[config.mk]
export PLATFORM = sky130hd
export DESIGN_NAME = spi_lcd_sink
export DESIGN_NICKNAME = d
export VERILOG_FILES = /design/src/rtl/spi_lcd_sink.sv
export SDC_FILE = /design/constraint.sdc
export NUM_CORES = 1
export LEC_CHECK = 0
export BUFFER_PORTS_ARGS = -buffer_cell sky130_fd_sc_hd__buf_2
export CAP_MARGIN = 0
export CORE_MARGIN = 2
export CORE_UTILIZATION = 30
export CTS_CLUSTER_DIAMETER = 60
export DETAILED_ROUTE_END_ITERATION = 7
export PLACE_DENSITY = 0.56
export SLEW_MARGIN = 20
export SYNTH_ARGS = -nofsm -noshare
export SYNTH_HDL_FRONTEND = slang
export SYNTH_SLANG_ARGS = --single-unit
[constraint.sdc]
create_clock -name i_clk -period 7.1 [get_ports i_clk]
set_input_delay 2.13 -clock i_clk [delete_from_list [all_inputs] [get_ports i_clk]]
set_output_delay 2.13 -clock i_clk [all_outputs]
set_load 0.005 [all_outputs]
[src/rtl/spi_lcd_sink.sv]
// SPI receiver for an LCD controller command stream: decodes the column/page
// window commands and RAM writes, and emits RGB565 pixels with their coordinates.
module spi_lcd_sink #(
  parameter int H_RES = 240,
  parameter int V_RES = 320
) (
  input  logic        i_clk,
  input  logic        i_rst,
  input  logic        i_sclk,
  input  logic        i_mosi,
  input  logic        i_dc,
  input  logic        i_cs,
  output logic        o_cmd_valid,
  output logic [7:0]  o_cmd,
  output logic        o_pix_valid,
  output logic [8:0]  o_pix_x,
  output logic [8:0]  o_pix_y,
  output logic [15:0] o_pix_data,
  output logic        o_frame_done,
  output logic        o_err
);

  typedef enum logic [1:0] {S_IDLE, S_COL, S_PAGE, S_RAM} state_t;

  logic       r_sclk_s1, r_sclk_s2, r_sclk_d, r_cs_s1, r_cs_s2;
  logic       r_mosi_s1, r_mosi_s2, r_dc_s1, r_dc_s2;
  logic [2:0] r_bitcnt;
  logic [6:0] r_shift;
  logic       r_vld_p0, r_dc_p0, r_vld_p1, r_dc_p1;
  logic [7:0] r_byte_p0, r_byte_p1;
  state_t     r_state, w_state_nxt;
  logic [1:0] r_pidx;
  logic [8:0] r_sh_start;
  logic       r_sh_end8;
  logic [8:0] r_xs, r_xe, r_ys, r_ye, r_cur_x, r_cur_y;
  logic       r_phase_lo;
  logic [7:0] r_hi;
  logic       w_sclk_rise, w_is_cmd, w_is_dat, w_win_bad, w_win_last;

  assign w_sclk_rise = r_sclk_s2 & ~r_sclk_d;

  // Synchronizer stage
  always_ff @(posedge i_clk) begin
    if (i_rst) begin
      r_sclk_s1 <= 1'b0;
      r_sclk_s2 <= 1'b0;
      r_sclk_d  <= 1'b0;
      r_cs_s1   <= 1'b1;
      r_cs_s2   <= 1'b1;
    end else begin
      r_sclk_s1 <= i_sclk;
      r_sclk_s2 <= r_sclk_s1;
      r_sclk_d  <= r_sclk_s2;
      r_cs_s1   <= i_cs;
      r_cs_s2   <= r_cs_s1;
    end
  end

  always_ff @(posedge i_clk) begin
    r_mosi_s1 <= i_mosi;
    r_mosi_s2 <= r_mosi_s1;
    r_dc_s1   <= i_dc;
    r_dc_s2   <= r_dc_s1;
  end

  // Stage p0: bit assembly; a byte completes on the 8th rising SCLK edge
  always_ff @(posedge i_clk) begin
    if (i_rst) begin
      r_bitcnt <= 3'd0;
      r_vld_p0 <= 1'b0;
    end else begin
      r_vld_p0 <= 1'b0;
      if (r_cs_s2) begin
        r_bitcnt <= 3'd0;
      end else if (w_sclk_rise) begin
        r_bitcnt <= r_bitcnt + 3'd1;
        if (r_bitcnt == 3'd7) r_vld_p0 <= 1'b1;
      end
    end
  end

  always_ff @(posedge i_clk) begin
    if (w_sclk_rise) begin
      r_shift <= {r_shift[5:0], r_mosi_s2};
      if (r_bitcnt == 3'd7) begin
        r_byte_p0 <= {r_shift, r_mosi_s2};
        r_dc_p0   <= r_dc_s2;
      end
    end
  end

  // Stage p1: byte handed to the decoder
  always_ff @(posedge i_clk) begin
    if (i_rst) r_vld_p1 <= 1'b0;
    else       r_vld_p1 <= r_vld_p0;
  end

  always_ff @(posedge i_clk) begin
    r_byte_p1 <= r_byte_p0;
    r_dc_p1   <= r_dc_p0;
  end

  assign w_is_cmd   = r_vld_p1 & ~r_dc_p1;
  assign w_is_dat   = r_vld_p1 & r_dc_p1;
  assign w_win_bad  = (r_xs > r_xe) || (r_ys > r_ye);
  assign w_win_last = (r_pidx == 2'd3);

  always_comb begin
    w_state_nxt = r_state;
    if (w_is_cmd) begin
      case (r_byte_p1)
        8'h2A:   w_state_nxt = S_COL;
        8'h2B:   w_state_nxt = S_PAGE;
        8'h2C:   w_state_nxt = w_win_bad ? S_IDLE : S_RAM;
        default: w_state_nxt = S_IDLE;
      endcase
    end else if (w_is_dat && (r_state == S_COL || r_state == S_PAGE) && w_win_last) begin
      w_state_nxt = S_IDLE;
    end
  end

  // Stage p2: decoder and registered outputs
  always_ff @(posedge i_clk) begin
    if (i_rst) begin
      r_state      <= S_IDLE;
      r_pidx       <= 2'd0;
      r_xs         <= 9'd0;
      r_xe         <= 9'(H_RES - 1);
      r_ys         <= 9'd0;
      r_ye         <= 9'(V_RES - 1);
      r_cur_x      <= 9'd0;
      r_cur_y      <= 9'd0;
      r_phase_lo   <= 1'b0;
      o_cmd_valid  <= 1'b0;
      o_cmd        <= 8'd0;
      o_pix_valid  <= 1'b0;
      o_pix_x      <= 9'd0;
      o_pix_y      <= 9'd0;
      o_pix_data   <= 16'd0;
      o_frame_done <= 1'b0;
      o_err        <= 1'b0;
    end else begin
      r_state      <= w_state_nxt;
      o_cmd_valid  <= 1'b0;
      o_pix_valid  <= 1'b0;
      o_frame_done <= 1'b0;
      o_err        <= 1'b0;
      if (w_is_cmd) begin
        o_cmd_valid <= 1'b1;
        o_cmd       <= r_byte_p1;
        r_pidx      <= 2'd0;
        r_phase_lo  <= 1'b0;
        if (r_byte_p1 == 8'h2C) begin
          if (w_win_bad) begin
            o_err <= 1'b1;
          end else begin
            r_cur_x <= r_xs;
            r_cur_y <= r_ys;
          end
        end
      end else if (w_is_dat) begin
        case (r_state)
          S_COL, S_PAGE: begin
            r_pidx <= r_pidx + 2'd1;
            if (w_win_last) begin
              if (r_state == S_COL) begin
                r_xs <= r_sh_start;
                r_xe <= {r_sh_end8, r_byte_p1};
              end else begin
                r_ys <= r_sh_start;
                r_ye <= {r_sh_end8, r_byte_p1};
              end
            end
          end
          S_RAM: begin
            r_phase_lo <= ~r_phase_lo;
            if (r_phase_lo) begin
              o_pix_valid <= 1'b1;
              o_pix_x     <= r_cur_x;
              o_pix_y     <= r_cur_y;
              o_pix_data  <= {r_hi, r_byte_p1};
              if (r_cur_x != r_xe) begin
                r_cur_x <= r_cur_x + 9'd1;
              end else begin
                r_cur_x <= r_xs;
                if (r_cur_y != r_ye) begin
                  r_cur_y <= r_cur_y + 9'd1;
                end else begin
                  r_cur_y      <= r_ys;
                  o_frame_done <= 1'b1;
                end
              end
            end
          end
          default: ;
        endcase
      end
    end
  end

  // Window parameter shadow and pending high byte carry no control meaning
  always_ff @(posedge i_clk) begin
    if (w_is_dat) begin
      if (r_state == S_COL || r_state == S_PAGE) begin
        case (r_pidx)
          2'd0:    r_sh_start[8]   <= r_byte_p1[0];
          2'd1:    r_sh_start[7:0] <= r_byte_p1;
          2'd2:    r_sh_end8       <= r_byte_p1[0];
          default: ;
        endcase
      end
      if (r_state == S_RAM && !r_phase_lo) r_hi <= r_byte_p1;
    end
  end

endmodule

== After elaboration in Yosys (flattened, before gate mapping) ==
Index checks and enable logic that the tools add are counted.

* Memories: 0
* RAM bits: 0
* ROM bits: 0
* Word-level logic and storage cells: 125
* Flip-flop bits (word level): 162
* Bits of input ports: 6
* Latch bits: 0
* Output and inout port bits: 46

* Reductions and logical operators: 30
* Equality and inequality tests: 15
* Bitwise operators: 12
* Multiplexer cells: 24
* Shift operators: 0
* Divide/modulo/power cells: 0
* $add $sub $neg: 4
* Magnitude comparators: 2
* Multiply operators: 0

{| class="wikitable"
|+ Operators by type and width
! operator !! number
|-
| 9-bit two-way mux || 15
|-
| 8-bit by 6-bit == test with 1-bit output, second input constant || 3
|-
| 9-bit by 1-bit adder with 9-bit output, second input constant || 2
|-
| 9-bit greater-than comparator || 2
|-
| 9-bit != test || 2
|-
| 5-bit AND reduction || 3
|-
| 1-bit inverter || 9
|-
| 3-bit AND reduction || 3
|-
| 2-bit == test, second input constant || 4
|-
| 2-bit AND reduction || 4
|-
| 2-bit nonzero test || 4
|-
| 2-bit two-way mux || 3
|-
| 2-bit case mux with 3 select lines || 1
|-
| 6-bit AND reduction || 1
|-
| 2-bit OR reduction || 3
|-
| 3-bit OR reduction || 2
|-
| 6-bit OR reduction || 1
|-
| 1-bit two-way mux || 5
|-
| 2-bit by 1-bit == test with 1-bit output, second input constant || 2
|-
| 2-bit != test, second input constant || 2
|-
| 4-bit AND reduction || 1
|-
| 4-bit OR reduction || 1
|-
| 3-bit by 1-bit adder with 3-bit output, second input constant || 1
|-
| 1-bit AND || 3
|-
| 7 further kinds || 10
|}

== Logic depth before layout (Yosys ltp) ==
Gate-level depths: netlist of the first run.

* Word-level depth: 7
* Depth in mapped cells: 9
* Depth with buffers taken out: 8

== Worst setup path before layout of the first run ==
OpenSTA, ideal clock, no wires.

* Kind: input to register
* Start point: in i_rst
* End point: reg o_cmd_valid
* Data required time: 6.972 ns
* Setup slack: 4.010 ns
* Path buffers: 3
* Stages on the path: 4
* Library setup time: 0.128 ns
* Data arrival time: 2.962 ns
* Path through: clkbuf_1 > clkbuf_1 > buf_1 > nor2_1

{| class="wikitable"
|+ RTL lines
! what !! line !! source
|-
| start, declared || 8 || <nowiki>input logic i_rst,</nowiki>
|-
| end signal, assigned || 134 || <nowiki>o_cmd_valid <= 1'b0;</nowiki>
|-
| end signal, assigned || 144 || <nowiki>o_cmd_valid <= 1'b0;</nowiki>
|-
| end signal, assigned || 149 || <nowiki>o_cmd_valid <= 1'b1;</nowiki>
|-
| end, declared || 13 || <nowiki>output logic o_cmd_valid,</nowiki>
|}

No word-level cell between the ends.

==> results of run 1 <==
[critical path, stage by stage]
cell	delay, ns
buf_4	0.40
buf_4	0.71
nand2b_1	0.20
o32ai_1	0.07
[final cells by class]
cell class,instances,area [sq um],area share (%)
clock buffer,19,433,5.59
sequential,162,3580,46.3
timing repair buffer,56,295,3.81
multi-input combinational,481,2860,36.9
clock inverter,13,128,1.65
inverter,25,93.8,1.21
tap,280,350,4.52
[registers in the layout, indices dropped and copies added (netlist names), 3 cells and up]
name        cells
o_pix_y         9
r_cur_x         9
r_ys            9
r_xs            9
r_shift         7
o_cmd           8
r_sh_start      9
r_cur_y         9
r_byte_p0       8
r_bitcnt        3
o_pix_data     16
r_hi            8
o_pix_x         9
r_xe            9
r_byte_p1       8
r_ye            9
[power groups by stage]
stage / Sequential [mW] / Clock (mW) / Combinational [mW]
floorplan: 0.962 / 0 / 0.0143
global placement: 0.963 / 0 / 0.0185
detailed placement: 0.963 / 0 / 0.0186
CTS: 0.942 / 0.898 / 0.0185
global route: 0.943 / 0.941 / 0.0203
finish: 0.943 / 0.875 / 0.0183
[cell usage in the layout (no fill, tap or decap), types with 5 or more instances in the layout]
master     Yosys  layout
a21oi_1       87      87
ha_1          28      28
xor2_1        18      18
edfxtp_1      34      34
a2bb2oi_1      9       9
a211o_1        8       8
and2_1         5       5
nor2_1        21      20
nor3_1        15      15
buf_4          1       6
nand2_1      156     156
a31oi_1        5       5
and3_1        11      11
inv_1         25      25
and3b_1        6       6
dfxtp_1      128     128
buf_2          0      50
mux2i_1        5       5
nor2b_1        8       7
o21ai_0        9       9
clkbuf_16      0      17
nand2b_1      13      13
nand3b_1      12      12
nand3_1        7       7
or3b_2         5       5
o32ai_1        7       7
[per-stage QoR]
stage / util (%) / hold WS (ns) / cell area [sq um] / power (mW)
4_1_cts: 35.5 / 0.332 / 7740 / 1.86
3_3_place_gp: 32.9 / 0.312 / 7180 / 0.982
2_1_floorplan: - / 0.310 / 6680 / 0.977
5_1_grt: 35.5 / 0.347 / 7740 / 1.90
3_5_place_dp: 32.9 / 0.315 / 7180 / 0.982
6_report: 35.5 / 0.328 / 7740 / 1.84
[cell families after synthesis]
group,after synthesis
and+or+nand+nor,280
DFF,162
AOI/OAI and AO/OA,147
buffers and inverters,62
adders and majority gates,28
xor gates and xnor gates,20
muxes,6
[per-layer routing]
layer  GRT usage [%]  part of all wire [%]  wire length, microns
met5               0                     0                     0
met4            3.57                  0.67                   102
met3            3.37                   4.0                   603
met2            19.4                    44                  6670
met1            19.4                    52                  7850
[worst paths after layout]
check | cells after the start | endpoint | slack [ns]
setup reg to reg | 8 | r_cur_y[3] | 4.33
setup / recovery | 4 | r_cur_x[5] | 3.83
hold / removal | 0 | r_mosi_s2 | 0.33
hold reg to reg | 0 | r_mosi_s2 | 0.33
==> flow_metrics.env, run 1 <==
export IMPL_drive_gt1_share_pct=13.6
export IMPL_ys_flop_type="dfxtp_1"
export IMPL_holdCritPathClass="reg -> reg"
export IMPL_wirelength_microns=15200
export IMPL_synth_commonest_cells="156 x nand2_1, 128 x dfxtp_1, 87 x a21oi_1"
export IMPL_grt_pass1_vias=4706
export IMPL_synth_top_family_by_area="simple AND/OR/NAND/NOR gates"
export IMPL_max_slew_margin_pct=27.3
export IMPL_clockBufferDepth=2
export IMPL_switchingPower_uw=400
export IMPL_outcome="finished clean"
export IMPL_synth_area_leaders="dfxtp_1 38%, edfxtp_1 15%, nand2_1 8.8%"
export IMPL_htreeDepth=4
export IMPL_antenna_found_initial=0
export IMPL_hold_viol=0
export IMPL_synth_xor_area_share_pct=2.62
export IMPL_drtAntennaViolNets=0
export IMPL_coreArea_sq_um=21800
export IMPL_grt_pass1_wl_microns=25000
export IMPL_synthMuxAreaShare_pct=0.918
export IMPL_wl_per_cell_microns=14.7
export IMPL_power_density_nw_per_um2=237
export IMPL_fp_row_count=54
export IMPL_maxCapViolCount=0
export IMPL_die_y_microns=153
export IMPL_fp_dieW_microns=153
export IMPL_ys_async_sr_fraction_pct=0
export IMPL_initial_utilization_pct=30.6
export IMPL_cts_hold_buf=0
export IMPL_setup_viol=0
export IMPL_syn_nets=739
export IMPL_clock_sinks=162
export IMPL_grtUsageTotal_pct=13.3
export IMPL_p_clk_share_pct=47.7
export IMPL_avgSynthCellArea_sq_um=9.48
export IMPL_crit_required_ns=7.37
export IMPL_slew_viol_final=0
export IMPL_setup_worst_path_class="in -> reg"
export IMPL_drc=0
export IMPL_syn_area_sq_um=6680
export IMPL_min_from="r_mosi_s1"
export IMPL_gp_congestion=0.745
export IMPL_vias_per_cell=4.79
export IMPL_instances_no_fill=1036
export IMPL_cts_resized=0
export IMPL_die_area_sq_um=23500
export IMPL_cts_tree="yes"
export IMPL_tns_ns=0
export IMPL_cts_setup_buffers=0
export IMPL_dp_final_hpwl_microns=10300
export IMPL_yosysWarnings=0
export IMPL_port_buffers=51
export IMPL_syn_to_final_growth_pct=15.9
export IMPL_grt_max_degree=81
export IMPL_synth_seq_cells=162
export IMPL_first_pass_iters=5
export IMPL_fmax_mhz=306
export IMPL_yosysSeqAreaShare_pct=53.6
export IMPL_layout_setup_ws_ns=3.83
export IMPL_synth_compound_area_share_pct=13.6
export IMPL_fillers=2272
export IMPL_synth_top_area_share_pct=38.4
export IMPL_pre_cts_ws_ns=3.40
export IMPL_p_sw_share_pct=21.8
export IMPL_pwr_share_comb_pct=1.0
export IMPL_cts_root_buf="clkbuf_16"
export IMPL_worst_pin_slew_ns=1.09
export IMPL_p_seq_share_pct=51.3
export IMPL_vias=4960
export IMPL_cp_startpoint="i_rst"
export IMPL_synth_distinct_cells=52
export IMPL_leakagePower_nw=2.97
export IMPL_synth_fa_ha_area_share_pct=5.24
export IMPL_rsz0062_at_grt="false"
export IMPL_grt_remaining_overflow=0
export IMPL_ir_worst_vdd_v=0.000177
export IMPL_clock_skew_ns=0.0111
export IMPL_yosys_area_share_simple_pct=20.3
export IMPL_post_route_period_util_pct=46.1
export IMPL_finalCriticalPeriod_ns=3.27
export IMPL_cts_buffers=17
export IMPL_synth_most_common_cell="nand2_1"
export IMPL_synth_largest_area_cell="dfxtp_1"
export IMPL_antenna_cells=0
export IMPL_crit_fanout=80
export IMPL_drt_iter0_drc=300
export IMPL_nNetsFinal=777
export IMPL_crit_path_start_kind="input port"
export IMPL_critical_path_arrival_ns=3.54
export IMPL_dp_cells=1004
export IMPL_r2r_start="r_ye[6]"
export IMPL_num_io_pins=52
export IMPL_crit_path_end_kind="flop"
export IMPL_synth_edf_count=34
export IMPL_clk_pin_slew_worst_paths_ns=0.06
export IMPL_intPower_mw=1.44
export IMPL_clock_latency_ns=0.42
export IMPL_synthCells=705
Power figures use the tool's default switching activity.
==> run 2: changes to the inputs <==
ABC_AREA = 1   (was unset)
clock period = 3.1 ns   (was 7.1 ns; I/O delays follow)
==> run 2 against run 1 <==
Against the previous run:
- die area up 0.11%
- clock-buffer cell count unchanged
- power up 140%
- largest cell class unchanged
- via count up 4.8%
- clock power up 150%
- area after synthesis up 0.11%
- synthesized cell count up 12%
- first-iteration DRC count up 32%
- sequential share of layout area down 0.42 points
- register-to-register slack worse by 3.5 ns
- global-route usage up 1.3 points
- hold slack better by 0.0010 ns
==> flow_metrics.env, run 2 <==
export IMPL_pwr_share_comb_pct=1.0
export IMPL_grt_pass1_vias=4983
export IMPL_grtUsageTotal_pct=14.6
export IMPL_wl_per_cell_microns=14.7
export IMPL_grt_remaining_overflow=0
export IMPL_ys_flop_type="dfxtp_1"
export IMPL_drive_gt1_share_pct=13.0
export IMPL_synth_largest_area_cell="dfxtp_1"
export IMPL_post_dp_cell_area_sq_um=7200
export IMPL_avgSynthCellArea_sq_um=8.50
export IMPL_p_seq_share_pct=49.4
export IMPL_holdCritPathClass="reg -> reg"
export IMPL_final_area_sq_um=7810
export IMPL_synthCells=787
export IMPL_port_buffers=51
export IMPL_rsz0062_at_grt="false"
export IMPL_coreArea_sq_um=21800
export IMPL_dp_final_hpwl_microns=11600
export IMPL_crit_path_start_kind="flop"
export IMPL_ir_worst_vdd_v=0.000346
export IMPL_cts_hold_buf=0
export IMPL_antenna_found_initial=0
export IMPL_grt_max_degree=59
export IMPL_p_sw_share_pct=21.9
export IMPL_vias_per_cell=4.62
export IMPL_final_common_cell="nand2_1"
export IMPL_num_io_pins=52
export IMPL_yosysWarnings=0
export IMPL_synth_most_common_cell="nand2_1"
export IMPL_clock_skew_ns=0.0174
export IMPL_cp_common_cell="nand2_1"
export IMPL_rrSetupSlack_ns=0.83
export IMPL_wirelength_microns=16500
export IMPL_synth_distinct_cells=32
export IMPL_switchingPower_uw=955
export IMPL_final_cell_mix="142 x nand2_1, 128 x dfxtp_1, 100 x nor2_1"
export IMPL_layout_setup_ws_ns=0.831
export IMPL_yosysSeqAreaShare_pct=53.6
export IMPL_largest_register_ffs=16
export IMPL_p_clk_share_pct=49.6
export IMPL_synth_top_area_share_pct=38.3
export IMPL_die_area_sq_um=23500
export IMPL_clk_pin_slew_worst_paths_ns=0.07
export IMPL_drt_iter0_drc=395
export IMPL_gp_congestion=0.821
export IMPL_top_register="o_pix_data"
export IMPL_crit_path_end_kind="flop"
export IMPL_intPower_mw=3.41
export IMPL_synth_edf_count=34
export IMPL_cp_slowest_cell="nand2_1"
export IMPL_worst_pin_slew_ns=0.875
export IMPL_slowest_delay_ns=0.34
export IMPL_fp_row_count=54
export IMPL_cp_startpoint="r_xe[6]"
export IMPL_r2r_start="r_xe[6]"
export IMPL_nNetsFinal=867
export IMPL_antenna_cells=0
export IMPL_max_slew_margin_pct=41.6
export IMPL_p_total_mw=4.36
export IMPL_cts_resized=0
export IMPL_critical_path_arrival_ns=2.59
export IMPL_grt_pass1_wl_microns=26900
export IMPL_finalCriticalPeriod_ns=2.27
export IMPL_synth_commonest_cells="142 x nand2_1, 128 x dfxtp_1, 101 x nor2_1"
export IMPL_drc=0
export IMPL_cp_cell_sequence="inv_1 -> ha_1 -> nand2_1 -> inv_1 -> nand2_1 -> nor2_1 -> o21ai_0 -> nand2_1 -> nand2_1 -> nand2_1 -> nand2_1 -> nand2_2 -> nand2_1 -> nand2_1 -> nor2_1"
export IMPL_min_from="r_mosi_s1"
export IMPL_synth_seq_cells=162
export IMPL_cts_tree="yes"
export IMPL_syn_nets=821
export IMPL_hold_viol=0
export IMPL_fmax_mhz=441
export IMPL_crit_required_ns=3.42
export IMPL_drtAntennaViolNets=0
export IMPL_cts_buffers=17
export IMPL_tns_ns=0
export IMPL_syn_area_sq_um=6690
export IMPL_clock_sinks=162
export IMPL_htreeDepth=4
export IMPL_leakagePower_nw=3.48
export IMPL_pre_cts_ws_ns=0.832
export IMPL_setup_viol=0
export IMPL_clock_latency_ns=0.44
export IMPL_vias=5198
export IMPL_cts_root_buf="clkbuf_16"
export IMPL_fin_hold_ws_ns=0.329
export IMPL_post_route_period_util_pct=73.2
export IMPL_syn_to_final_growth_pct=16.8
export IMPL_power_density_nw_per_um2=558
export IMPL_setup_worst_path_class="reg -> reg"
export IMPL_fp_dieW_microns=153
export IMPL_die_y_microns=153
export IMPL_clockBufferDepth=2
export IMPL_slew_viol_final=0
export IMPL_ys_async_sr_fraction_pct=0
export IMPL_cts_setup_buffers=0
export IMPL_outcome="finished clean"
export IMPL_maxCapViolCount=0
export IMPL_first_pass_iters=5
export IMPL_synth_area_leaders="dfxtp_1 38%, edfxtp_1 15%, nand2_1 8.0%"
export IMPL_initial_utilization_pct=30.7
export IMPL_crit_fanout=13
run 2: changes by cell type after synthesis, moves of 14 or more:
cell,delta
inv_1,+55
nand3_1,+29
o21ai_0,+69
nand2_1,-14
a21oi_1,-33
nor2_1,+80
clkbuf_1,-15
run 2: through the flow:
| step | std cells | util [%] |
|---|---|---|
| 3_3_place_gp | 1094 | 33.0 |
| 5_1_grt | 1126 | 35.8 |
| 2_1_floorplan | 787 | - |
| 3_5_place_dp | 1094 | 33.0 |
| 6_report | 1126 | 35.8 |
| 4_1_cts | 1126 | 35.8 |
run 2: kinds of logic (layout without fill, tap and decap cells):
family,Yosys count,after routing,share of synthesized area [%]
compound gates,150,150,11.9
flops,162,162,53.6
xor+xnor,19,19,2.49
simple gates,310,310,19.6
fa+ha+maj,28,28,5.24
buf+inv,118,177,7.18
run 2: power groups by stage:
stage / combinational, mW / clock [mW] / sequential [mW]
finish: 0.0454 / 2.16 / 2.15
global route: 0.0500 / 2.30 / 2.15
CTS: 0.0454 / 2.21 / 2.15
detailed placement: 0.0454 / 0 / 2.20
global placement: 0.0450 / 0 / 2.20
floorplan: 0.0279 / 0 / 2.20
run 2: worst paths after layout:
check	to	depth (start not counted)
worst max register to register	r_cur_y[2]	15
worst min-delay path	r_mosi_s2	0
worst min register to register	r_mosi_s2	0
worst max-delay path	r_cur_y[2]	15
run 2: routing by layer:
metal  wire (microns)  track usage, %  vias up
met5                0               0        -
met4              217            4.76        0
li1                 -               -     2675
met2             7200            21.9      110
met1             8350            20.5     2396
met3              778            3.60       17
run 2: cell type report:
cell class              count  area, sq um
fillers                  2274        14000
repair buffers             59          315
inverters                  86          323
well taps                 280          350
clock buffers              19          443
clock inverters            13          166
multi-input cells         507         2630
flip-flops and latches    162         3580
run 2: critical path, delay by kind of cell, from the launching register on:
family	cells	cell delay, ns
buffers and inverters	2	0.13
AND/OR/NAND/NOR	11	1.32
flip-flops	1	0.33
adder cells (fa/ha/maj)	1	0.30
AO/OA/AOI/OAI	1	0.10
==> run 3: changes to the inputs <==
PLACE_DENSITY = 0.57   (was 0.56)
clock period = 1.8 ns   (was 3.1 ns; I/O delays follow)
==> run 3 against run 2 <==
Against the previous run:
- via count up 5.0%
- critical path depth unchanged
- global-route usage up 0.20 points
- power up 69%
- register-to-register slack worse by 0.82 ns
- core utilization up 4.8 points
- wire length up 3.6%
- combinational power up 89%
- non-clock buffer count up 73
- maximum frequency up 27%
- clock-buffer cell count up 1
- critical path type unchanged
- critical endpoint is now r_cur_y[0]
- largest cell class unchanged
- largest power group is now sequential cells
==> flow_metrics.env, run 3 (same netlist as run 2, synthesis figures left out) <==
export IMPL_holdPathStages=1
export IMPL_num_io_pins=52
export IMPL_die_area_sq_um=23500
export IMPL_drtAntennaViolNets=0
export IMPL_finalCriticalPeriod_ns=1.79
export IMPL_p_seq_share_pct=50.2
export IMPL_p_total_mw=7.39
export IMPL_crit_path_start_kind="flop"
export IMPL_final_cell_mix="123 x nand2_1, 116 x dfxtp_1, 92 x nor2_1"
export IMPL_intPower_mw=5.71
export IMPL_worst_pin_slew_ns=0.395
export IMPL_critical_path_arrival_ns=2.15
export IMPL_leakagePower_nw=3.93
export IMPL_grt_pass1_vias=5275
export IMPL_power_density_nw_per_um2=834
export IMPL_switchingPower_mw=1.68
export IMPL_cp_cell_sequence="inv_2 -> ha_4 -> nand2_2 -> inv_2 -> nand2_2 -> nor2_2 -> nand4_1 -> nand2_2 -> nand2_2 -> nand2_4 -> buf_12 -> nand2_8 -> nand2_2 -> nand2_1 -> nor2_1"
export IMPL_max_slew_margin_pct=73.6
export IMPL_clockBufferDepth=2
export IMPL_slowest_delay_ns=0.33
export IMPL_cts_buffers=17
export IMPL_grt_remaining_overflow=0
export IMPL_final_area_sq_um=8860
export IMPL_clock_skew_ns=0.00882
export IMPL_grt_pass1_wl_microns=27700
export IMPL_outcome="finished clean"
export IMPL_cts_hold_buf=0
export IMPL_antenna_cells=0
export IMPL_wl_per_cell_microns=14.3
export IMPL_cts_root_buf="clkbuf_16"
export IMPL_wirelength_microns=17100
export IMPL_die_y_microns=153
export IMPL_vias=5460
export IMPL_ff2ff_path_depth=15
export IMPL_p_sw_share_pct=22.7
export IMPL_syn_to_final_growth_pct=32.5
export IMPL_fp_row_count=54
export IMPL_antenna_found_initial=0
export IMPL_ir_worst_vdd_v=0.000566
export IMPL_fmax_mhz=560
export IMPL_crit_path_end_kind="flop"
export IMPL_grt_max_degree=59
export IMPL_clock_latency_ns=0.43
export IMPL_post_dp_cell_area_sq_um=7770
export IMPL_final_common_cell="nand2_1"
export IMPL_nNetsFinal=941
export IMPL_post_route_util_pct=40.6
export IMPL_clock_sinks=162
export IMPL_hold_viol=0
export IMPL_crit_fanout=7
export IMPL_crit_required_ns=2.17
export IMPL_drc=0
export IMPL_drive_gt1_share_pct=29.0
export IMPL_cp_slowest_cell="dfxtp_2"
export IMPL_timing_rr_end="r_cur_y[0]"
export IMPL_rrSetupSlack_ns=0.01
export IMPL_coreArea_sq_um=21800
export IMPL_cts_tree="yes"
export IMPL_dp_final_hpwl_microns=11800
export IMPL_p_clk_share_pct=48.6
export IMPL_maxCapViolCount=0
export IMPL_grtUsageTotal_pct=14.8
export IMPL_vias_per_cell=4.55
export IMPL_first_pass_iters=4
export IMPL_drt_iter0_drc=287
export IMPL_htreeDepth=4
export IMPL_fp_dieW_microns=153
export IMPL_cp_common_cell="nand2_2"
export IMPL_min_from="i_mosi"
export IMPL_holdCritPathClass="in -> reg"
export IMPL_gp_congestion=0.811
export IMPL_initial_utilization_pct=30.7
export IMPL_hold_end="r_mosi_s1"
export IMPL_top_register="o_pix_data"
export IMPL_cp_startpoint="r_xe[8]"
export IMPL_setup_worst_path_class="reg -> reg"
export IMPL_rsz0062_at_grt="true"
export IMPL_r2r_start="r_xe[8]"
export IMPL_setup_viol=0
export IMPL_largest_register_ffs=16
export IMPL_port_buffers=51
export IMPL_clk_pin_slew_worst_paths_ns=0.07
export IMPL_slew_viol_final=0
export IMPL_pwr_share_comb_pct=1.2
export IMPL_post_route_period_util_pct=99.3
## run 3: cell count changes in the layout (fill, tap and decap cells not counted), moves of 10 or more
cell	delta
buf_4	+64
nand2_2	+15
nand2_1	-19
ha_4	+13
inv_1	-10
dfxtp_2	+12
dfxtp_1	-12
nand3_1	-11
ha_1	-13
## run 3: layer usage
| layer | wire (microns) | track usage (%) | up-vias |
|---|---|---|---|
| met1 | 8340 | 20.1 | 2517 |
| met4 | 273 | 5.56 | 0 |
| li1 | - | - | 2815 |
| met5 | 0 | 0 | - |
| met3 | 925 | 3.37 | 18 |
| met2 | 7600 | 22.8 | 110 |
## run 3: how the worst max path moves through the flow
stage | end | slack (ns) | depth (start not counted)
floorplan | r_byte_p0[0] | 0.05 | 4
global placement | r_cur_x[5] | -0.1 | 13
detailed placement | r_cur_x[5] | -0.19 | 13
CTS | r_cur_y[0] | -0.03 | 16
global route | r_cur_y[0] | -0.12 | 15
finish | r_cur_y[0] | 0.01 | 15
## run 3: power groups by stage
stage / Combinational, mW / Clock [mW] / Sequential, mW
3_5_place_dp: 0.0860 / 0 / 3.79
2_1_floorplan: 0.0481 / 0 / 3.79
3_3_place_gp: 0.0852 / 0 / 3.79
5_1_grt: 0.0951 / 3.82 / 3.71
4_1_cts: 0.0863 / 3.65 / 3.71
6_report: 0.0860 / 3.59 / 3.71
## run 3: layout make-up
class	instances	area [sq um]
repair buffers	132	975
flip-flops and latches	162	3600
repair inverters	1	7.51
fillers	2119	13000
inverters	86	327
multi-input cells	507	3020
clock buffers	20	478
well taps	280	350
clock inverters	12	109
## run 3: metrics by stage
step | worst slack (ns) | hold slack (ns) | TNS (ns) | cells
floorplan | 0.0492 | 0.310 | 0 | 787
global placement | -0.0967 | 0.318 | -1.05 | 1159
detailed placement | -0.185 | 0.318 | -2.27 | 1159
CTS | -0.0263 | 0.195 | -0.0606 | 1196
global route | -0.115 | 0.190 | -1.50 | 1200
finish | 0.0133 | 0.204 | 0 | 1200
## run 3: repair_timing
item	in CTS	in global routing
resized for setup	42	59
gates cloned	2	0
endpoints found under the hold margin	0	0
setup buffers	3	4
pin swaps	9	42
setup endpoints to repair	23	51
## run 3: critical path, delay by kind of cell, from the launching register on
family        cells  cell delay [ns]
buf+inv           3             0.24
simple gates     11             0.89
flops             1             0.33
fa+ha+maj         1             0.26
